File: config.mk
export PLATFORM = sky130hd
export DESIGN_NAME = sng_unit_flat
export DESIGN_NICKNAME = d
export VERILOG_FILES = /design/src/rtl/sng_pkg.sv /design/src/rtl/sng_if.sv /design/src/rtl/sng_lfsr.sv /design/src/rtl/sng_unit.sv /design/src/flat_wrapper.sv
export SDC_FILE = /design/constraint.sdc
export NUM_CORES = 1
export LEC_CHECK = 0
export BUFFER_PORTS_ARGS = -buffer_cell sky130_fd_sc_hd__clkbuf_2
export CAP_MARGIN = 10
export CORE_AREA = 2 2 39 41
export DETAILED_ROUTE_END_ITERATION = 16
export DIE_AREA = 0 0 41 43
export GPL_TIMING_DRIVEN = 1
export PLACE_DENSITY = 0.61
export SETUP_SLACK_MARGIN = 0.2
export SLEW_MARGIN = 30
export SYNTH_ARGS = -nofsm -noshare
export SYNTH_HDL_FRONTEND = slang
export SYNTH_SLANG_ARGS = --single-unit
File: constraint.sdc
create_clock -name i_clk_sng -period 2.7 [get_ports i_clk_sng]
set_input_delay 0.135 -clock i_clk_sng [delete_from_list [all_inputs] [get_ports i_clk_sng]]
set_output_delay 0.135 -clock i_clk_sng [all_outputs]
set_load 0.02 [all_outputs]
File: src/rtl/sng_pkg.sv
// rtl/sng_pkg.sv - shared types and default constants for the stochastic number generator
// Purpose: FSM state enum and default WIDTH/SEED/TAPS values used by sng_if, sng_lfsr and sng_unit.
// Ports: none (package).
package sng_pkg;

    typedef enum logic {
        IDLE = 1'b0,
        RUN  = 1'b1
    } sng_state_e;

    localparam int         SNG_WIDTH = 4;
    localparam logic [3:0] SNG_SEED  = 4'b0001;
    localparam logic [3:0] SNG_TAPS  = 4'b1100; // x^4 + x^3 + 1

endpackage

File: src/rtl/sng_if.sv
// rtl/sng_if.sv - operand/control/stream bundle between a driver and sng_unit
// Purpose: groups the binary operand, start/stop controls and the stochastic output bit.
// Ports (signals): i_x_bn[WIDTH], i_start_sng, i_stop_sng (driver -> SNG), o_sn_bit (SNG -> driver).
// Modports: master = driver side, slave = sng_unit side.
interface sng_if import sng_pkg::*; #(
    parameter int WIDTH = SNG_WIDTH
) ();
    logic [WIDTH-1:0] i_x_bn;
    logic             i_start_sng;
    logic             i_stop_sng;
    logic             o_sn_bit;

    modport master (
        output i_x_bn,
        output i_start_sng,
        output i_stop_sng,
        input  o_sn_bit
    );

    modport slave (
        input  i_x_bn,
        input  i_start_sng,
        input  i_stop_sng,
        output o_sn_bit
    );
endinterface

File: src/rtl/sng_lfsr.sv
// rtl/sng_lfsr.sv - maximal-length Fibonacci LFSR with seed load and zero-lock guard
// Purpose: produces the pseudo-random reference sequence the SNG compares against.
// Ports: clk, rst (sync, active-high, loads SEED), load (loads SEED), en (advance one step),
//        state[WIDTH] (current LFSR value).
module sng_lfsr import sng_pkg::*; #(
    parameter int               WIDTH = SNG_WIDTH,
    parameter logic [WIDTH-1:0] SEED  = SNG_SEED,
    parameter logic [WIDTH-1:0] TAPS  = SNG_TAPS
) (
    input  logic             clk,
    input  logic             rst,
    input  logic             load,
    input  logic             en,
    output logic [WIDTH-1:0] state
);

    logic [WIDTH-1:0] state_q;
    logic [WIDTH-1:0] state_d;

    always_comb begin
        state_d = state_q;
        // All-zero is a fixed point of an XOR LFSR; recover by reseeding.
        if (load || (state_q == '0)) begin
            state_d = SEED;
        end else if (en) begin
            state_d = {state_q[WIDTH-2:0], ^(state_q & TAPS)};
        end
    end

    always_ff @(posedge clk) begin
        if (rst) begin
            state_q <= SEED;
        end else begin
            state_q <= state_d;
        end
    end

    assign state = state_q;

endmodule

File: src/rtl/sng_unit.sv
// rtl/sng_unit.sv - stochastic number generator: binary operand to unipolar bitstream
// Purpose: latches x on start and emits (x >= lfsr) each cycle while running, so the
//          density of 1s over one LFSR period is x/(2^WIDTH-1).
// Ports: i_clk_sng (clock), i_rst_sng (sync, active-high reset),
//        bus (sng_if.slave: i_x_bn, i_start_sng, i_stop_sng in; o_sn_bit out).
module sng_unit import sng_pkg::*; #(
    parameter int               WIDTH = SNG_WIDTH,
    parameter logic [WIDTH-1:0] SEED  = SNG_SEED,
    parameter logic [WIDTH-1:0] TAPS  = SNG_TAPS
) (
    input  logic  i_clk_sng,
    input  logic  i_rst_sng,
    sng_if.slave  bus
);

    sng_state_e       state_q;
    sng_state_e       state_d;
    logic [WIDTH-1:0] x_q;
    logic [WIDTH-1:0] x_d;
    logic [WIDTH-1:0] lfsr;
    logic             do_start;
    logic             lfsr_en;

    // Stop outranks start; a start during RUN is a restart from SEED.
    always_comb begin
        do_start = bus.i_start_sng & ~bus.i_stop_sng;
        lfsr_en  = (state_q == RUN) & ~bus.i_stop_sng & ~bus.i_start_sng;
        x_d      = do_start ? bus.i_x_bn : x_q;
    end

    sng_lfsr #(
        .WIDTH (WIDTH),
        .SEED  (SEED),
        .TAPS  (TAPS)
    ) u_lfsr (
        .clk   (i_clk_sng),
        .rst   (i_rst_sng),
        .load  (do_start),
        .en    (lfsr_en),
        .state (lfsr)
    );

    always_ff @(posedge i_clk_sng) begin
        if (i_rst_sng) begin
            state_q <= IDLE;
            x_q     <= '0;
        end else begin
            state_q <= state_d;
            x_q     <= x_d;
        end
    end

    always_comb begin
        state_d = state_q;
        case (state_q)
            IDLE:    if (do_start)       state_d = RUN;
            RUN:     if (bus.i_stop_sng) state_d = IDLE;
            default:                     state_d = IDLE;
        endcase
    end

    always_comb begin
        bus.o_sn_bit = (state_q == RUN) && (x_q >= lfsr);
    end

endmodule

File: src/flat_wrapper.sv
// flat-port wrapper written by rule: the top's interface ports become plain ports
module sng_unit_flat import sng_pkg::*;
#(
    parameter int               WIDTH = SNG_WIDTH,
    parameter logic [WIDTH-1:0] SEED  = SNG_SEED,
    parameter logic [WIDTH-1:0] TAPS  = SNG_TAPS
)
  (i_clk_sng, i_rst_sng, bus_i_x_bn, bus_i_start_sng, bus_i_stop_sng, bus_o_sn_bit);
  sng_if #(.WIDTH(WIDTH)) bus_i ();
  input  logic i_clk_sng;
  input  logic i_rst_sng;
  input wire logic [$bits(bus_i.i_x_bn)-1:0] bus_i_x_bn;
  input wire logic [$bits(bus_i.i_start_sng)-1:0] bus_i_start_sng;
  input wire logic [$bits(bus_i.i_stop_sng)-1:0] bus_i_stop_sng;
  output wire logic [$bits(bus_i.o_sn_bit)-1:0] bus_o_sn_bit;
  assign bus_i.i_x_bn = bus_i_x_bn;
  assign bus_i.i_start_sng = bus_i_start_sng;
  assign bus_i.i_stop_sng = bus_i_stop_sng;
  assign bus_o_sn_bit = bus_i.o_sn_bit;
  sng_unit #(.WIDTH(WIDTH), .SEED(SEED), .TAPS(TAPS)) u_core (.i_clk_sng(i_clk_sng), .i_rst_sng(i_rst_sng), .bus(bus_i));
endmodule
After elaboration in Yosys (flattened, before gate mapping)

Index checks and enable logic that the tools add are counted.
W data, S select, Z words.

Logic and storage cells: 18
Register bits: 9

Muxes and demuxes: 3
$lt $le $gt $ge: 1
Reductions and logical operators: 5
Bitwise operators: 6

Operators by type and width:

| cell                | count |
|---|---|
| $ge A4 B4 Y1        | 1 |
| $logic_not A4 Y1    | 1 |
| $reduce_xor A4 Y1   | 1 |
| $and A1 B1 Y1       | 3 |
| $not A1 Y1          | 3 |
| $mux W1             | 2 |
| $pmux W1 S2         | 1 |
| $reduce_or A2 Y1    | 1 |
| $logic_and A1 B1 Y1 | 1 |
| $logic_or A1 B1 Y1  | 1 |

Longest topological paths before layout

Gate-level depths: netlist (run 1).

Word-level depth: 4
Depth in mapped cells: 5

Modules after synthesis

Synthesis (run 1) repeated with hierarchy kept, for this count alone.

Cell total of the unflattened synthesis: 48
Area, all modules: 470.5 µm²

By module, submodules not included:

| module   | instances | cells an instance | area each (µm²) |
|---|---|---|---|
| sng_unit | 1         | 32                | 291.5 |
| sng_lfsr | 1         | 16                | 178.9 |

Least setup slack after synthesis (run 1)

No wires, ideal clock.

Path type: flip-flop to output port
From: reg u_core.u_lfsr.state_q[1], in the netlist u_core.u_lfsr.state[1]
To: out bus_o_sn_bit
Path slack: 1.382 ns
Buffers on the path: 0
Stages on the path, launching flop included: 6
Data arrival time: 1.183 ns
Cells stage by stage: dfxtp_1 -> inv_1 -> ha_1 -> o21ai_1 -> a21o_1 -> a21oi_1

Word-level cells in the longest chain between the ends: 2

Ends and longest elaborated chain:

| item                   | RTL line           | text |
|---|---|---|
| start, declared        | sng_lfsr.sv:17     | `logic [WIDTH-1:0] state_q;` |
| start signal, assigned | sng_lfsr.sv:34     | `state_q <= state_d;` |
| $ge A4 B4 Y1           | sng_unit.sv:63     | `bus.o_sn_bit = (state_q == RUN) && (x_q >= lfsr);` |
| $logic_and A1 B1 Y1    | sng_unit.sv:63     |  |
| end, declared          | flat_wrapper.sv:15 | `output wire logic [$bits(bus_i.o_sn_bit)-1:0] bus_o_sn_bit;` |

No other way between the ends.

Worst setup path after layout (run 1)

Ends and elaborated chain as after synthesis.

==> results of run 1 <==
==> kinds of logic after synthesis <==
logic type / synth area share, %
AND/OR/NAND/NOR: 15.8
flip-flops: 40.0
multiplexers: 15.6
AO/OA/AOI/OAI: 8.89
buffers and inverters: 5.83
adder cells (fa/ha/maj): 13.9
==> stage by stage <==
step                      setup slack, ns  hold slack (ns)  power [mW]
after global placement               1.39            0.343       0.171
after CTS                            1.09           0.0699       0.277
final                                1.11           0.0709       0.273
after floorplan                      1.38            0.207       0.162
after detailed placement             1.38            0.351       0.172
after global routing                 1.03           0.0622       0.292
==> layer usage <==
metal | track usage (%) | up-vias | share of wire (%)
li1 | - | 183 | -
met1 | 11.2 | 145 | 53
met2 | 12.5 | 8 | 39
met3 | 6.28 | 4 | 4.2
met4 | 10.0 | 0 | 3.6
met5 | 0 | - | 0
==> state kept, by name, indices dropped and copies added (netlist names) <==
| name | cells |
|---|---|
| u_core.u_lfsr.state | 4 |
| u_core.state_q | 1 |
| u_core.x_q | 4 |
==> power breakdown <==
part	total (mW)	switching, mW	internal (mW)
logic	0.0292	0.0146	0.0146
registers	0.140	0.00265	0.137
clock network	0.104	0.0472	0.0569
==> worst max path at each step <==
stage | to | slack [ns] | cells after the start
final | bus_o_sn_bit | 1.11 | 6
after global routing | bus_o_sn_bit | 1.03 | 6
after CTS | bus_o_sn_bit | 1.09 | 6
after detailed placement | bus_o_sn_bit | 1.38 | 6
after global placement | bus_o_sn_bit | 1.39 | 6
after floorplan | bus_o_sn_bit | 1.38 | 5
==> area by class of cell <==
cell class | count | area share (%)
Clock buffer | 4 | 5.00
Inverter | 4 | 2.86
Multi-Input combinational cell | 33 | 46.4
Sequential cell | 9 | 34.3
Tap cell | 16 | 3.81
Timing Repair Buffer | 8 | 7.62
==> cell usage in the layout (no fill, tap or decap), types with 2 or more instances in the layout <==
master    count
nor2_1       11
dfxtp_1       9
ha_1          5
a211o_1       2
clkbuf_2      8
mux2i_1       7
inv_1         4
nor2b_1       2
clkbuf_4      3
==> impl_metrics.tcl, run 1 <==
set metrics [dict create \
    grt_max_degree 7 \
    ir_drop_uv 189 \
    postCtsSetupBuffers 0 \
    yosysMostFrequentCell "nor2_1" \
    hold_depth 2 \
    fin_crit_sh_pct 58.9 \
    num-fill-cells 146 \
    rsz0062_at_grt "no" \
    ctsHoldBuffers 0 \
    num_io_pins 9 \
    synthTopCellsByArea "dfxtp_1 40%, mux2i_1 16%, ha_1 14%" \
    path_clk_slew_ns 0.06 \
    clkLatencyLatePin_ns 0.26 \
    fin_util_pct 38.0 \
    dpl-instance-area_um2 499 \
    multi_input_area_um2 244 \
    ys_warn_count 0 \
    syn_nets 60 \
    path_cells "inv_1 -> ha_1 -> o21ai_1 -> a21o_1 -> a21oi_1 -> clkbuf_2" \
    max_stage_delay_ns 0.37 \
    place.gp.congestion 0.710 \
    worst_slew_pin_slew_ns 0.566 \
    n_antenna_cell 0 \
    r2r_cells 4 \
    initial_core_util_pct 32.5 \
    synth.ff_latch_count 9 \
    worst_hold_startpoint "bus_i_stop_sng" \
    r2r_start "u_core.u_lfsr.state[2]" \
    grt_overflow_total 0 \
    skew_ns 0.00810 \
    drcViolationCount 0 \
    drv_slew 0 \
    final_layout_size_suffix_gt1_share_pct 20.7 \
    synth_top_cell_by_area "dfxtp_1" \
    grt.total_usage_pct 10.2 \
    htreeDepth 1 \
    synth_top_area_share_pct 40.0 \
    area.growth.synth_to_final_pct 16.7 \
    r2r_setup_slack_ns 1.45 \
    nets 72 \
    die_area_um2 1760 \
    cts_tree "built" \
    grt_pass1_wl_um 1110 \
    die_h_um 43 \
    end_kind "output pin" \
    crit_required_ns 2.57 \
    die_w_um 41 \
    wl_um 746 \
    leakagePower_nw 0.216 \
    io_buffers 8 \
    syn_avg_cell_area_um2 9.58 \
    fmax_mhz 628 \
    synthCells 47 \
    cp_top_family "flip-flops" \
    wl_per_cell_um 10.1 \
    hp-class "primary input to register" \
    hold_viol 0 \
    max_slew_margin_pct 62.2 \
    seq_area_um2 180 \
    cts_sinks 9 \
    hpwlAfterDp_um 565 \
    cts_root_buf "clkbuf_4" \
    syn-cell-area_um2 450 \
    grt_pass1_vias 271 \
    synth_ff_type "dfxtp_1" \
    slowest_stage "dfxtp_1" \
    r2r_end "u_core.u_lfsr.state[0]" \
    cts_resized 0 \
    cp.arrival_ns 1.46 \
    hold_end "u_core.state_q" \
    final_antenna_net_count 0 \
    drt_pre_antenna_iters 4 \
    critPathLaunchType "register" \
    status "completed" \
    cts.path.max_buffers 2 \
    dr.first_iter.drc_count 11 \
    place_inst 70 \
    synth.top_cells.by_count "11 x nor2_1, 9 x dfxtp_1, 7 x mux2i_1, 5 x ha_1, 4 x inv_1" \
    yosysUniqueCellTypes 14 \
    cts_made_buffers 3 \
    fin_crit_ns 1.59 \
    core_area_um2 1380 \
    vias_per_cell 4.59 \
    rows 14 \
    instances_no_fill 74 \
    vias 340 \
    finalSetupViolCount 0 \
    worst-setup-path-type "register to output pin" \
    tns_ns 0 \
    cap_viol_max_count 0 \
    synth-async-reset-ratio_pct 0 \
    worst-path-buf-inv 2 \
    yosysSeqAreaShare_pct 40.0 \
    antenna_found_initial 0 \
    startpoint "u_core.u_lfsr.state[1]" \
    cp_max_fo 4 \
    stdcell_area_um2 526 \
    power_density_nw_per_um2 519 \
    synth-edff-count 0 \
]
Note: power is estimated with default switching activity, not from simulation.
==> inputs of run 2 (changes only) <==
--- a/config.mk
+++ b/config.mk
@@ -11,7 +11,7 @@
 export DETAILED_ROUTE_END_ITERATION = 16
 export DIE_AREA = 0 0 41 43
 export GPL_TIMING_DRIVEN = 1
-export PLACE_DENSITY = 0.61
+export PLACE_DENSITY = 0.63
 export SETUP_SLACK_MARGIN = 0.2
 export SLEW_MARGIN = 30
 export SYNTH_ARGS = -nofsm -noshare
==> constraint.sdc (replaced) <==
create_clock -name i_clk_sng -period 1.3 [get_ports i_clk_sng]
set_input_delay 0.065 -clock i_clk_sng [delete_from_list [all_inputs] [get_ports i_clk_sng]]
set_output_delay 0.065 -clock i_clk_sng [all_outputs]
set_load 0.02 [all_outputs]
==> impl_metrics.tcl, run 2 (synthesis results as in run 1) <==
set metrics [dict create \
    status "complete, but fails checks" \
    violations "negative setup slack" \
    wl_um 947 \
    antenna_found_initial 0 \
    die_h_um 43 \
    core_area_um2 1380 \
    num_io_pins 9 \
    grt.total_usage_pct 13.7 \
    grt_overflow_total 0 \
    grt_max_degree 7 \
    cp_max_fo 2 \
    stdcell_area_um2 648 \
    hp-class "primary input to register" \
    final_layout_size_suffix_gt1_share_pct 49.2 \
    crit_required_ns 1.24 \
    path_clk_slew_ns 0.06 \
    fin_ws_ns -0.180 \
    max_slew_margin_pct 64.8 \
    rsz0062_at_grt "yes" \
    drcViolationCount 0 \
    vias 382 \
    worst_slew_pin_slew_ns 0.526 \
    cts.path.max_buffers 2 \
    area.growth.synth_to_final_pct 43.9 \
    final_common_cell "nor2_1" \
    r2r_cells 5 \
    rows 14 \
    ctsHoldBuffers 0 \
    vias_per_cell 4.84 \
    fmax_mhz 676 \
    die_w_um 41 \
    place.gp.congestion 0.676 \
    ir_drop_uv 457 \
    cts_made_buffers 3 \
    fin_crit_ns 1.48 \
    cp.arrival_ns 1.41 \
    end_kind "output pin" \
    leakagePower_nw 0.254 \
    cap_viol_max_count 0 \
    hold_depth 2 \
    hold_ws_ns 0.00909 \
    cts_root_buf "clkbuf_4" \
    skew_ns 0.00536 \
    final_cell_mix "9 x nor2_1, 7 x mux2i_1, 7 x clkbuf_2" \
    power_density_nw_per_um2 920 \
    nets 77 \
    cts_tree "built" \
    hpwlAfterDp_um 586 \
    finalSetupViolCount 1 \
    wl_per_cell_um 12.0 \
    drv_slew 0 \
    initial_core_util_pct 32.5 \
    grt_pass1_wl_um 1550 \
    io_buffers 8 \
    critPathLaunchType "register" \
    cts_sinks 9 \
    n_antenna_cell 0 \
    fin_crit_sh_pct 114 \
    dr.first_iter.drc_count 7 \
    clkLatencyLatePin_ns 0.27 \
    die_area_um2 1760 \
    drt_pre_antenna_iters 4 \
    final_antenna_net_count 0 \
    worst-setup-path-type "register to output pin" \
    dpl-instance-area_um2 514 \
    hold_viol 0 \
    htreeDepth 1 \
    grt_pass1_vias 392 \
]
## run 2: cell types whose count changed in the layout (fill, tap and decap cells not counted), sizes merged
cell	delta
buf	+5
clkbuf	-1
clkinv	+1
## run 2: worst max-delay path, cell delays in order, from the launching register on
cell      delay [ns]
dfxtp_2         0.34
inv_2           0.05
ha_4            0.26
o21ai_2         0.05
a21o_1          0.16
a21oi_2         0.13
clkbuf_8        0.16
## run 2: power by group
part           total [mW]  switching (mW)  leakage, nW  internal, mW
Sequential          0.292         0.00689       0.0747         0.285
Clock               0.220           0.106       0.0177         0.114
Combinational      0.0854          0.0400        0.162        0.0454
Total               0.597           0.153        0.254         0.444
## run 2: layout make-up
type	count	area (um2)
Inverter	4	15.0
Fill cell	134	736
Timing Repair Buffer	13	90.1
Tap cell	16	20.0
Multi-Input combinational cell	33	312
Clock buffer	3	22.5
Clock inverter	1	5.00
Sequential cell	9	184
## run 2: per-layer routing
metal / part of all wire, % / vias to the layer above / global-route usage (%) / routed length [um]
li1: - / 191 / - / -
met2: 54 / 12 / 21.9 / 507
met4: 1.1 / 0 / 6.00 / 10
met1: 39 / 177 / 13.6 / 374
met3: 5.7 / 2 / 7.85 / 54
met5: 0 / - / 0 / 0
## run 2: path summary, 6_finish.rpt
path                                             start                endpoint  slack [ns]
worst min register to register  u_core.u_lfsr.state[3]  u_core.u_lfsr.state[3]        0.51
worst max-delay path            u_core.u_lfsr.state[2]            bus_o_sn_bit       -0.18
worst max register to register  u_core.u_lfsr.state[2]  u_core.u_lfsr.state[0]        0.01
worst min-delay path                    bus_i_stop_sng          u_core.state_q       0.009
## run 2: metrics by stage
step                      cells  util (%)  total power, mW  setup slack, ns  TNS [ns]
final                        79      46.8            0.597           -0.180    -0.180
after global routing         79      46.8            0.630           -0.235    -0.266
after CTS                    79      44.7            0.591           -0.182    -0.182
after detailed placement     71      37.2            0.359           0.0513         0
after global placement       71      37.2            0.357           0.0775         0
after floorplan              47         -            0.339            0.144         0
## run 2: what timing repair did
action,4_1_cts,5_1_grt
pin swaps,7,4
gates resized for setup,8,7
buffers inserted,4,0
setup endpoints to repair,2,5
hold endpoints to repair,0,0
